### src/rtl/sum_uart_tx_if.sv
// ---------------------------------------------------------------------------
// sum_uart_tx_if -- signal bundle between the sum/latch core (master) and the
// UART transmit stage (slave).
//
// Signals:
//   uart_tx_en   master->slave  transmit request; a low-to-high transition
//                               asks for one frame
//   data_in[7:0] master->slave  byte to send (5-bit sum, zero-extended)
//   uart_txd     slave->master  serial line, idle high
//   uart_tx_busy slave->master  high while a frame is on the line
//   tx_done      slave->master  one-cycle pulse as the stop bit completes
//
// Handshake: this is an edge-requested transfer, not valid/ready. A request is
// the rising edge of uart_tx_en; it is accepted only while uart_tx_busy is low
// and the transmitter is idle, and data_in must be stable when that edge
// reaches the transmitter. An edge seen while busy is dropped, never queued.
// Completion is signalled by tx_done together with uart_tx_busy falling.
// ---------------------------------------------------------------------------
interface sum_uart_tx_if;
  logic       uart_tx_en;
  logic [7:0] data_in;
  logic       uart_txd;
  logic       uart_tx_busy;
  logic       tx_done;

  modport master (
    output uart_tx_en,
    output data_in,
    input  uart_txd,
    input  uart_tx_busy,
    input  tx_done
  );

  modport slave (
    input  uart_tx_en,
    input  data_in,
    output uart_txd,
    output uart_tx_busy,
    output tx_done
  );
endinterface

### src/rtl/sum_uart_tx.sv
// ---------------------------------------------------------------------------
// sum_uart_tx -- serial output stage of the sum/latch system. Sends the byte
// from the adder/latch core as one asynchronous UART frame (start, 8 data bits
// LSB first, optional even parity, stop) when the transmit-enable pin rises.
//
// Parameters:
//   CLK_FREQ      system clock in Hz
//   BAUD_RATE     line rate in bit/s
//   CLKS_PER_BIT  clock cycles per bit (CLK_FREQ/BAUD_RATE, minimum 2)
//
// Ports:
//   clk        system clock, rising edge
//   reset_n    asynchronous active-low reset
//   tx         sum_uart_tx_if.slave: uart_tx_en, data_in in; uart_txd,
//              uart_tx_busy, tx_done out (all outputs registered)
//   state_dbg  current FSM state encoding (IDLE=0 START=1 DATA=2 PARITY=3
//              STOP=4)
//
// Build option:
//   UART_PARITY_EN  when defined, an even-parity bit is sent between the last
//                   data bit and the stop bit (11-bit frames); otherwise 8N1.
// ---------------------------------------------------------------------------
module sum_uart_tx #(
  parameter int CLK_FREQ     = 10000000,
  parameter int BAUD_RATE    = 9600,
  parameter int CLKS_PER_BIT = CLK_FREQ / BAUD_RATE
) (
  input  logic          clk,
  input  logic          reset_n,
  sum_uart_tx_if.slave  tx,
  output logic [2:0]    state_dbg
);

  localparam int CW = (CLKS_PER_BIT > 1) ? $clog2(CLKS_PER_BIT) : 1;
  localparam logic [CW-1:0] LAST_CNT = CW'(CLKS_PER_BIT - 1);

`ifdef UART_PARITY_EN
  typedef enum logic [2:0] {
    IDLE   = 3'd0,
    START  = 3'd1,
    DATA   = 3'd2,
    PARITY = 3'd3,
    STOP   = 3'd4
  } state_t;
`else
  typedef enum logic [2:0] {
    IDLE  = 3'd0,
    START = 3'd1,
    DATA  = 3'd2,
    STOP  = 3'd4
  } state_t;
`endif

  state_t        state;
  logic [CW-1:0] cnt;
  logic [2:0]    bit_idx;
  logic [7:0]    shreg;
  logic          txd;
  logic          busy;
  logic          done;
  logic          sync1;
  logic          sync2;
  logic          sync3;
  logic          start;
`ifdef UART_PARITY_EN
  logic          par;
`endif

  // sync3 is the previous synchronized level, so start is a one-cycle pulse
  // per rising edge of the pin no matter how long the pin stays high.
  assign start = sync2 & ~sync3;

  always_ff @(posedge clk or negedge reset_n) begin
    if (!reset_n) begin
      state   <= IDLE;
      cnt     <= '0;
      bit_idx <= '0;
      shreg   <= '0;
      txd     <= 1'b1;
      busy    <= 1'b0;
      done    <= 1'b0;
      sync1   <= 1'b0;
      sync2   <= 1'b0;
      sync3   <= 1'b0;
`ifdef UART_PARITY_EN
      par     <= 1'b0;
`endif
    end else begin
      sync1 <= tx.uart_tx_en;
      sync2 <= sync1;
      sync3 <= sync2;
      done  <= 1'b0;

      // Bit-period counter runs only while a frame is on the line.
      if (state != IDLE) begin
        cnt <= (cnt == LAST_CNT) ? '0 : cnt + CW'(1);
      end

      case (state)
        IDLE: begin
          if (start) begin
            state   <= START;
            txd     <= 1'b0;
            busy    <= 1'b1;
            shreg   <= tx.data_in;
            cnt     <= '0;
            bit_idx <= '0;
`ifdef UART_PARITY_EN
            par     <= ^tx.data_in;
`endif
          end
        end

        START: begin
          if (cnt == LAST_CNT) begin
            state <= DATA;
            txd   <= shreg[0];
          end
        end

        DATA: begin
          if (cnt == LAST_CNT) begin
            if (bit_idx == 3'd7) begin
`ifdef UART_PARITY_EN
              state <= PARITY;
              txd   <= par;
`else
              state <= STOP;
              txd   <= 1'b1;
`endif
            end else begin
              // shreg[0] is always the bit on the line; shift in the next one.
              bit_idx <= bit_idx + 3'd1;
              shreg   <= {1'b0, shreg[7:1]};
              txd     <= shreg[1];
            end
          end
        end

`ifdef UART_PARITY_EN
        PARITY: begin
          if (cnt == LAST_CNT) begin
            state <= STOP;
            txd   <= 1'b1;
          end
        end
`endif

        STOP: begin
          if (cnt == LAST_CNT) begin
            state <= IDLE;
            busy  <= 1'b0;
            done  <= 1'b1;
          end
        end

        default: begin
          state <= IDLE;
          txd   <= 1'b1;
          busy  <= 1'b0;
        end
      endcase
    end
  end

  assign tx.uart_txd     = txd;
  assign tx.uart_tx_busy = busy;
  assign tx.tx_done      = done;
  assign state_dbg       = state;

endmodule

### src/flat_wrapper.sv
// flat-port wrapper written by rule: the top's interface ports become plain ports
module sum_uart_tx_flat 
#(
  parameter int CLK_FREQ     = 10000000,
  parameter int BAUD_RATE    = 9600,
  parameter int CLKS_PER_BIT = CLK_FREQ / BAUD_RATE
)
  (clk, reset_n, state_dbg, tx_uart_tx_en, tx_data_in, tx_uart_txd, tx_uart_tx_busy, tx_tx_done);
  sum_uart_tx_if tx_i ();
  input  logic clk;
  input  logic reset_n;
  output logic [2:0] state_dbg;
  input wire logic [$bits(tx_i.uart_tx_en)-1:0] tx_uart_tx_en;
  input wire logic [$bits(tx_i.data_in)-1:0] tx_data_in;
  output wire logic [$bits(tx_i.uart_txd)-1:0] tx_uart_txd;
  output wire logic [$bits(tx_i.uart_tx_busy)-1:0] tx_uart_tx_busy;
  output wire logic [$bits(tx_i.tx_done)-1:0] tx_tx_done;
  assign tx_i.uart_tx_en = tx_uart_tx_en;
  assign tx_i.data_in = tx_data_in;
  assign tx_uart_txd = tx_i.uart_txd;
  assign tx_uart_tx_busy = tx_i.uart_tx_busy;
  assign tx_tx_done = tx_i.tx_done;
  sum_uart_tx #(.CLK_FREQ(CLK_FREQ), .BAUD_RATE(BAUD_RATE), .CLKS_PER_BIT(CLKS_PER_BIT)) u_core (.clk(clk), .reset_n(reset_n), .tx(tx_i), .state_dbg(state_dbg));
endmodule
### config.mk
export PLATFORM = sky130hd
export DESIGN_NAME = sum_uart_tx_flat
export DESIGN_NICKNAME = d
export VERILOG_FILES = /design/src/rtl/sum_uart_tx_if.sv /design/src/rtl/sum_uart_tx.sv /design/src/flat_wrapper.sv
export SDC_FILE = /design/constraint.sdc
export NUM_CORES = 1
export LEC_CHECK = 0
export CORE_MARGIN = 4
export CORE_UTILIZATION = 43
export DETAILED_ROUTE_END_ITERATION = 8
export PLACE_DENSITY_LB_ADDON = 0.1
export RECOVER_POWER = 50
export SLEW_MARGIN = 15
export SYNTH_ARGS = -nofsm -noshare
export SYNTH_HDL_FRONTEND = slang
export SYNTH_SLANG_ARGS = --single-unit
### constraint.sdc
create_clock -name clk -period 2.6 [get_ports clk]
set_input_delay 0.65 -clock clk [delete_from_list [all_inputs] [get_ports clk]]
set_output_delay 0.65 -clock clk [all_outputs]
set_load 0.05 [all_outputs]
# [Word-level counts from Yosys, hierarchy flattened]
# Index checks and enable logic that the tools add are counted.
[classes] n_addsub=2 multipliers=0 div=0 order_cmp=0 n_eq_ne=11 shift=0 muxes=28 bitwise_logic=4 reduce_logical=8
[op_table] operator="11-bit 2-to-1 mux" count=4
[op_table] operator="3-bit 2-to-1 mux" count=8
[op_table] operator="8-bit 2-to-1 mux" count=3
[op_table] operator="8-bit case mux with 2 select lines" count=1
[op_table] operator="3-bit case mux with 4 select lines" count=1
[op_table] operator="11-bit by 1-bit adder with 11-bit output, second input constant" count=1
[op_table] operator="11-bit == test, second input constant" count=1
[op_table] operator="2-bit by 1-bit != test with 1-bit output, second input constant" count=5
[op_table] operator="1-bit 2-to-1 mux" count=8
[op_table] operator="4-bit AND reduction" count=2
[op_table] operator="3-bit == test, second input constant" count=2
[op_table] operator="3-bit case mux with 2 select lines" count=1
[op_table] operator="5-bit AND reduction" count=1
[op_table] operator="1-bit case mux with 4 select lines" count=1
[op_table] operator="3-bit by 1-bit adder with 3-bit output, second input constant" count=1
[op_table] operator="3-bit by 1-bit == test with 1-bit output, second input constant" count=1
[op_table] operator="3-bit by 2-bit == test with 1-bit output, second input constant" count=1
[op_table] operator="3-bit zero test" count=1
[op_table] operator="1-bit inverter" count=3
[op_table] operator="1-bit case mux with 3 select lines" count=1
[op_table] operator="3-bit AND reduction" count=1
[op_table] operator="3-bit nonzero test" count=1
[op_table] operator="2-bit != test, second input constant" count=1
[op_table] operator="2-bit nonzero test" count=1
[op_table] operator="other kinds (2)" count=2
[totals] ff_bits=31 latchBits=0 ramBits=0 romBits=0 inputBits=11 memories=0

# [Logic depth before layout (Yosys ltp)]
[logic_depth] ltp_word=5 ltp_mapped=6

# [Least setup slack after synthesis]
# No wires, ideal clock.
[synth_path] path_kind="reg-to-reg" start="reg u_core.state[2] (netlist: u_core.state_dbg[2])" end="reg u_core.shreg[0]" arrival_ns=1.963 required_time_ns=2.475 path_slack_ns=0.513 path_stages_with_launch=6 n_path_buf=2 cell_sequence="dfrtp_1 buf_2 nor3b_1 clkbuf_1 mux2_2 mux2_2"
[synth_between] elab_chain_len=3 elab_cells_between_ends=8
[synth_lines] item="start: declaration" line_no="sum_uart_tx.sv:54" text="state_t state;"
[synth_lines] item="start signal: assignment" line_no="sum_uart_tx.sv:75" text="state <= IDLE;"
[synth_lines] item="start signal: assignment" line_no="sum_uart_tx.sv:102" text="state <= START;"
[synth_lines] item="start signal: assignment" line_no="sum_uart_tx.sv:116" text="state <= DATA;"
[synth_lines] item="3-bit by 2-bit == test with 1-bit output / 3-bit zero test (equally long branches)" line_no="sum_uart_tx.sv:99" text="case (state)"
[synth_lines] item="2-bit != test (no source line), or another cell as far along"
[synth_lines] item="4-bit AND reduction (no source line)"
[synth_lines] item="end signal: assignment" line_no="sum_uart_tx.sv:105" text="shreg <= tx.data_in;"
[synth_lines] item="end signal: assignment" line_no="sum_uart_tx.sv:134" text="shreg <= {1'b0, shreg[7:1]};"
[synth_lines] item="end: declaration" line_no="sum_uart_tx.sv:57" text="logic [7:0] shreg;"
# Parallel ways exist; a longest one is shown, timed or not.
# A chain may end at the register's enable or synchronous reset.

# [Worst setup path after layout]
[layout_path] start="reg u_core.state[1] (netlist: u_core.state_dbg[1])" end="out state_dbg[1]"
[layout_lines] item="end: declaration" line_no="flat_wrapper.sv:12" text="output logic [2:0] state_dbg;"
# No word-level cell between the ends.

==> results.cfg <==
[clocking]
clkTransAtPathRegs_ns = 0.06
cts.sinks = 31
clock_tree.root_cell = clkbuf_8
ctsHoldBuffers = 0
cts_resized = 0
cts_tree = done
insertion_delay_ns = 0.28
numCtsBuffers = 5
clockBufferDepth = 2
htreeDepth = 2
postCtsSetupBuffers = 0

[grt]
grt_pass1_vias = 1143
grt-ovfl-total = 0
antenna_found_initial = 0
grt_max_degree = 32
grt_usage_pct = 14.38
grt_first_pass_wirelength_mm = 5.692

[worst_setup_path]
worstSetupPathDepth = 1
path_max_fanout = 15
crit_family = buffers and inverters
reg2reg_slack_ns = 0.54
ff2ff_path_depth = 5
crit_chain = clkdlybuf4s50_1
cp.arrival_ns = 1.75
worst-path-buf-inv = 1
end_kind = primary output
required_ns = 1.95
r2r-start = u_core.cnt[3]$_DFF_PN0_
worstReg2RegEnd = u_core.shreg[0]$_DFFE_PN0P_
crit_type = flip-flop to primary output
slowest_delay_ns = 0.88
cp-start-kind = flip-flop
slowest_stage = clkdlybuf4s50_1

[detailed_routing]
wl_mm = 3.262
routed_via_density = 5.489
drc = 0
drtAntennaViolNets = 0
wl_per_cell_um = 14.63
drtPass1Iterations = 4
drt_iter0_drc = 109
vias = 1224

[pwr]
swShare_pct = 31.41
ir_drop_mv = 0.3703
p_leak_nw = 0.8593
clockPowerShare_pct = 27.7
power.switching_uw = 407.8
powerDensity_nw_per_um2 = 655.4
comb_power_share_pct = 21.4
pwr-share-seq_pct = 50.9
internal-power_uw = 890.4

[synthesis]
synth_top_cell_by_area = dfrtp_1
avgSynthCellArea_um2 = 11.10
yosysUniqueCellTypes = 42
synth_nets = 168
synth_ff_type = dfrtp_1
synth-seq-area-share_pct = 45.76
synth_area_um2 = 1698
netlist_instances = 153
synth_most_common_cell = dfrtp_1
yosys_warnings = 0
synth_edf_count = 0
async_flop_share_pct = 100.0
yosys-top-cells-count = dfrtp_1, nand2_1, nor2_1
synthTopCellsByArea = dfrtp_1, mux2_4, mux2_2
ys_ff_latch = 31
synth_top_cell_area_share_pct = 44.22

[sta]
skew_ns = 0.001803
finalSetupViolCount = 0
max_freq_mhz = 416.5
min_period_ns = 2.401
grt_setup_unrepaired = false
slew_violations = 0
whs_ns = 0.3490
period_share_pct = 92.35
tns_ns = 0
finalHoldViolCount = 0
tightest_slew_ns = 0.7707
slew_headroom_pct = 48.62

[placed_design]
hpwl_mm = 2.255
place_congestion = 0.8358
portBuffers = 16

[min_path]
hold_path.class = flip-flop to flip-flop
min_to = u_core.sync2$_DFF_PN0_
hp-start = u_core.sync1$_DFF_PN0_
hold_path_depth = 0

[floorplanning]
coreArea_um2 = 3744
rows = 22
dieHeight_um = 70.84
die-area_um2 = 5018
ios = 17
initial_core_util_pct = 45.35
die_x_um = 70.84

[finish]
fin_util_pct = 52.91
finalNetCount = 189
diodes = 0
drive_gt1_share_pct = 17.71
area_delta_synth_final_pct = 16.65

[outcome]
status = complete, no violations

[run]
maxCapViolCount = 0
[through the flow]
| stage | cell area [um^2] | power [mW] | setup slack (ns) | cells |
|---|---|---|---|---|
| after floorplan | 1698 | 0.8725 | 0.5127 | 153 |
| after global placement | 1903 | 0.9311 | 0.5097 | 215 |
| after detailed placement | 1903 | 0.9480 | 0.4995 | 215 |
| after CTS | 1983 | 1.317 | 0.1836 | 223 |
| after global routing | 1981 | 1.388 | 0.1052 | 223 |
| final | 1981 | 1.298 | 0.1989 | 223 |
[layout by cell type (no fill, tap or decap), types with 2 or more instances in the layout]
cell and n:
inv_1 8, mux2_2 8, nor3b_1 2, o22ai_1 2, nor2b_1 2, xnor2_1 3
clkbuf_8 5, mux2_4 7, dfrtp_1 30, nor4_1 4, ha_1 4, o31ai_1 2
nor2_1 11, buf_4 4, a21o_1 3, dlygate4sd3_1 2, a211o_1 3, nand3_1 6
or3_1 3, mux2i_1 3, o21ai_0 8, clkdlybuf4s50_1 14, nand4_1 2, nor3_1 2
clkbuf_1 3, nand2_1 13, a21oi_1 4
[layout make-up]
class                      instances  area, um^2
fill                             354        1763
inverter                           8       30.03
timing repair buffer              21       195.2
tap                               48       60.06
sequential                        31       777.0
clock buffer                       8       80.08
multi-input combinational        107       838.3
[power by group through the flow]
stage	logic [mW]	registers [mW]	clock network, mW
2_1_floorplan	0.220	0.653	0
3_3_place_gp	0.270	0.661	0
3_5_place_dp	0.283	0.665	0
4_1_cts	0.283	0.659	0.376
5_1_grt	0.314	0.674	0.400
6_report	0.278	0.661	0.359
[worst register-to-register path: cells and delay by family (launching register included)]
kind,cells,cell delay [ns]
AOI/OAI and AO/OA,1,0.27
DFF,1,0.48
and+or+nand+nor,2,0.59
muxes,1,0.35
buffers and inverters,1,0.26
[metal layers]
metal  track usage, %  vias to the layer above  wire length [um]
li1                 -                      594                 -
met1            20.58                      599              1560
met2            19.88                       26              1495
met3            4.972                        5               159
met4            5.637                        0                47
met5                0                        -                 0
[state kept, by name, summed over array words and instances (netlist names)]
signal                  flops
u_core.tx.uart_tx_busy      1
u_core.bit_idx              3
u_core.tx.uart_txd          1
u_core.shreg                8
u_core.sync2                1
u_core.sync3                1
u_core.sync1                1
u_core.cnt                 11
u_core.tx.tx_done           1
u_core.state_dbg            3
[worst max-delay path by stage]
stage                                         start                           to  slack [ns]
finish              u_core.state_dbg[1]$_DFFE_PN0P_                 state_dbg[1]        0.20
global route        u_core.state_dbg[1]$_DFFE_PN0P_                 state_dbg[1]        0.11
CTS                 u_core.state_dbg[1]$_DFFE_PN0P_                 state_dbg[1]        0.18
detailed placement  u_core.state_dbg[1]$_DFFE_PN0P_                 state_dbg[1]        0.50
global placement    u_core.state_dbg[1]$_DFFE_PN0P_                 state_dbg[1]        0.51
floorplan           u_core.state_dbg[2]$_DFFE_PN0P_  u_core.shreg[0]$_DFFE_PN0P_        0.51
[kinds of logic after synthesis]
family,synth area share [%]
AOI/OAI and AO/OA,12.16
and+or+nand+nor,19.45
DFF,45.76
xor gates and xnor gates,1.548
muxes,13.26
adders and majority gates,2.948
buffers and inverters,4.864
(Power assumes the default switching activity.)
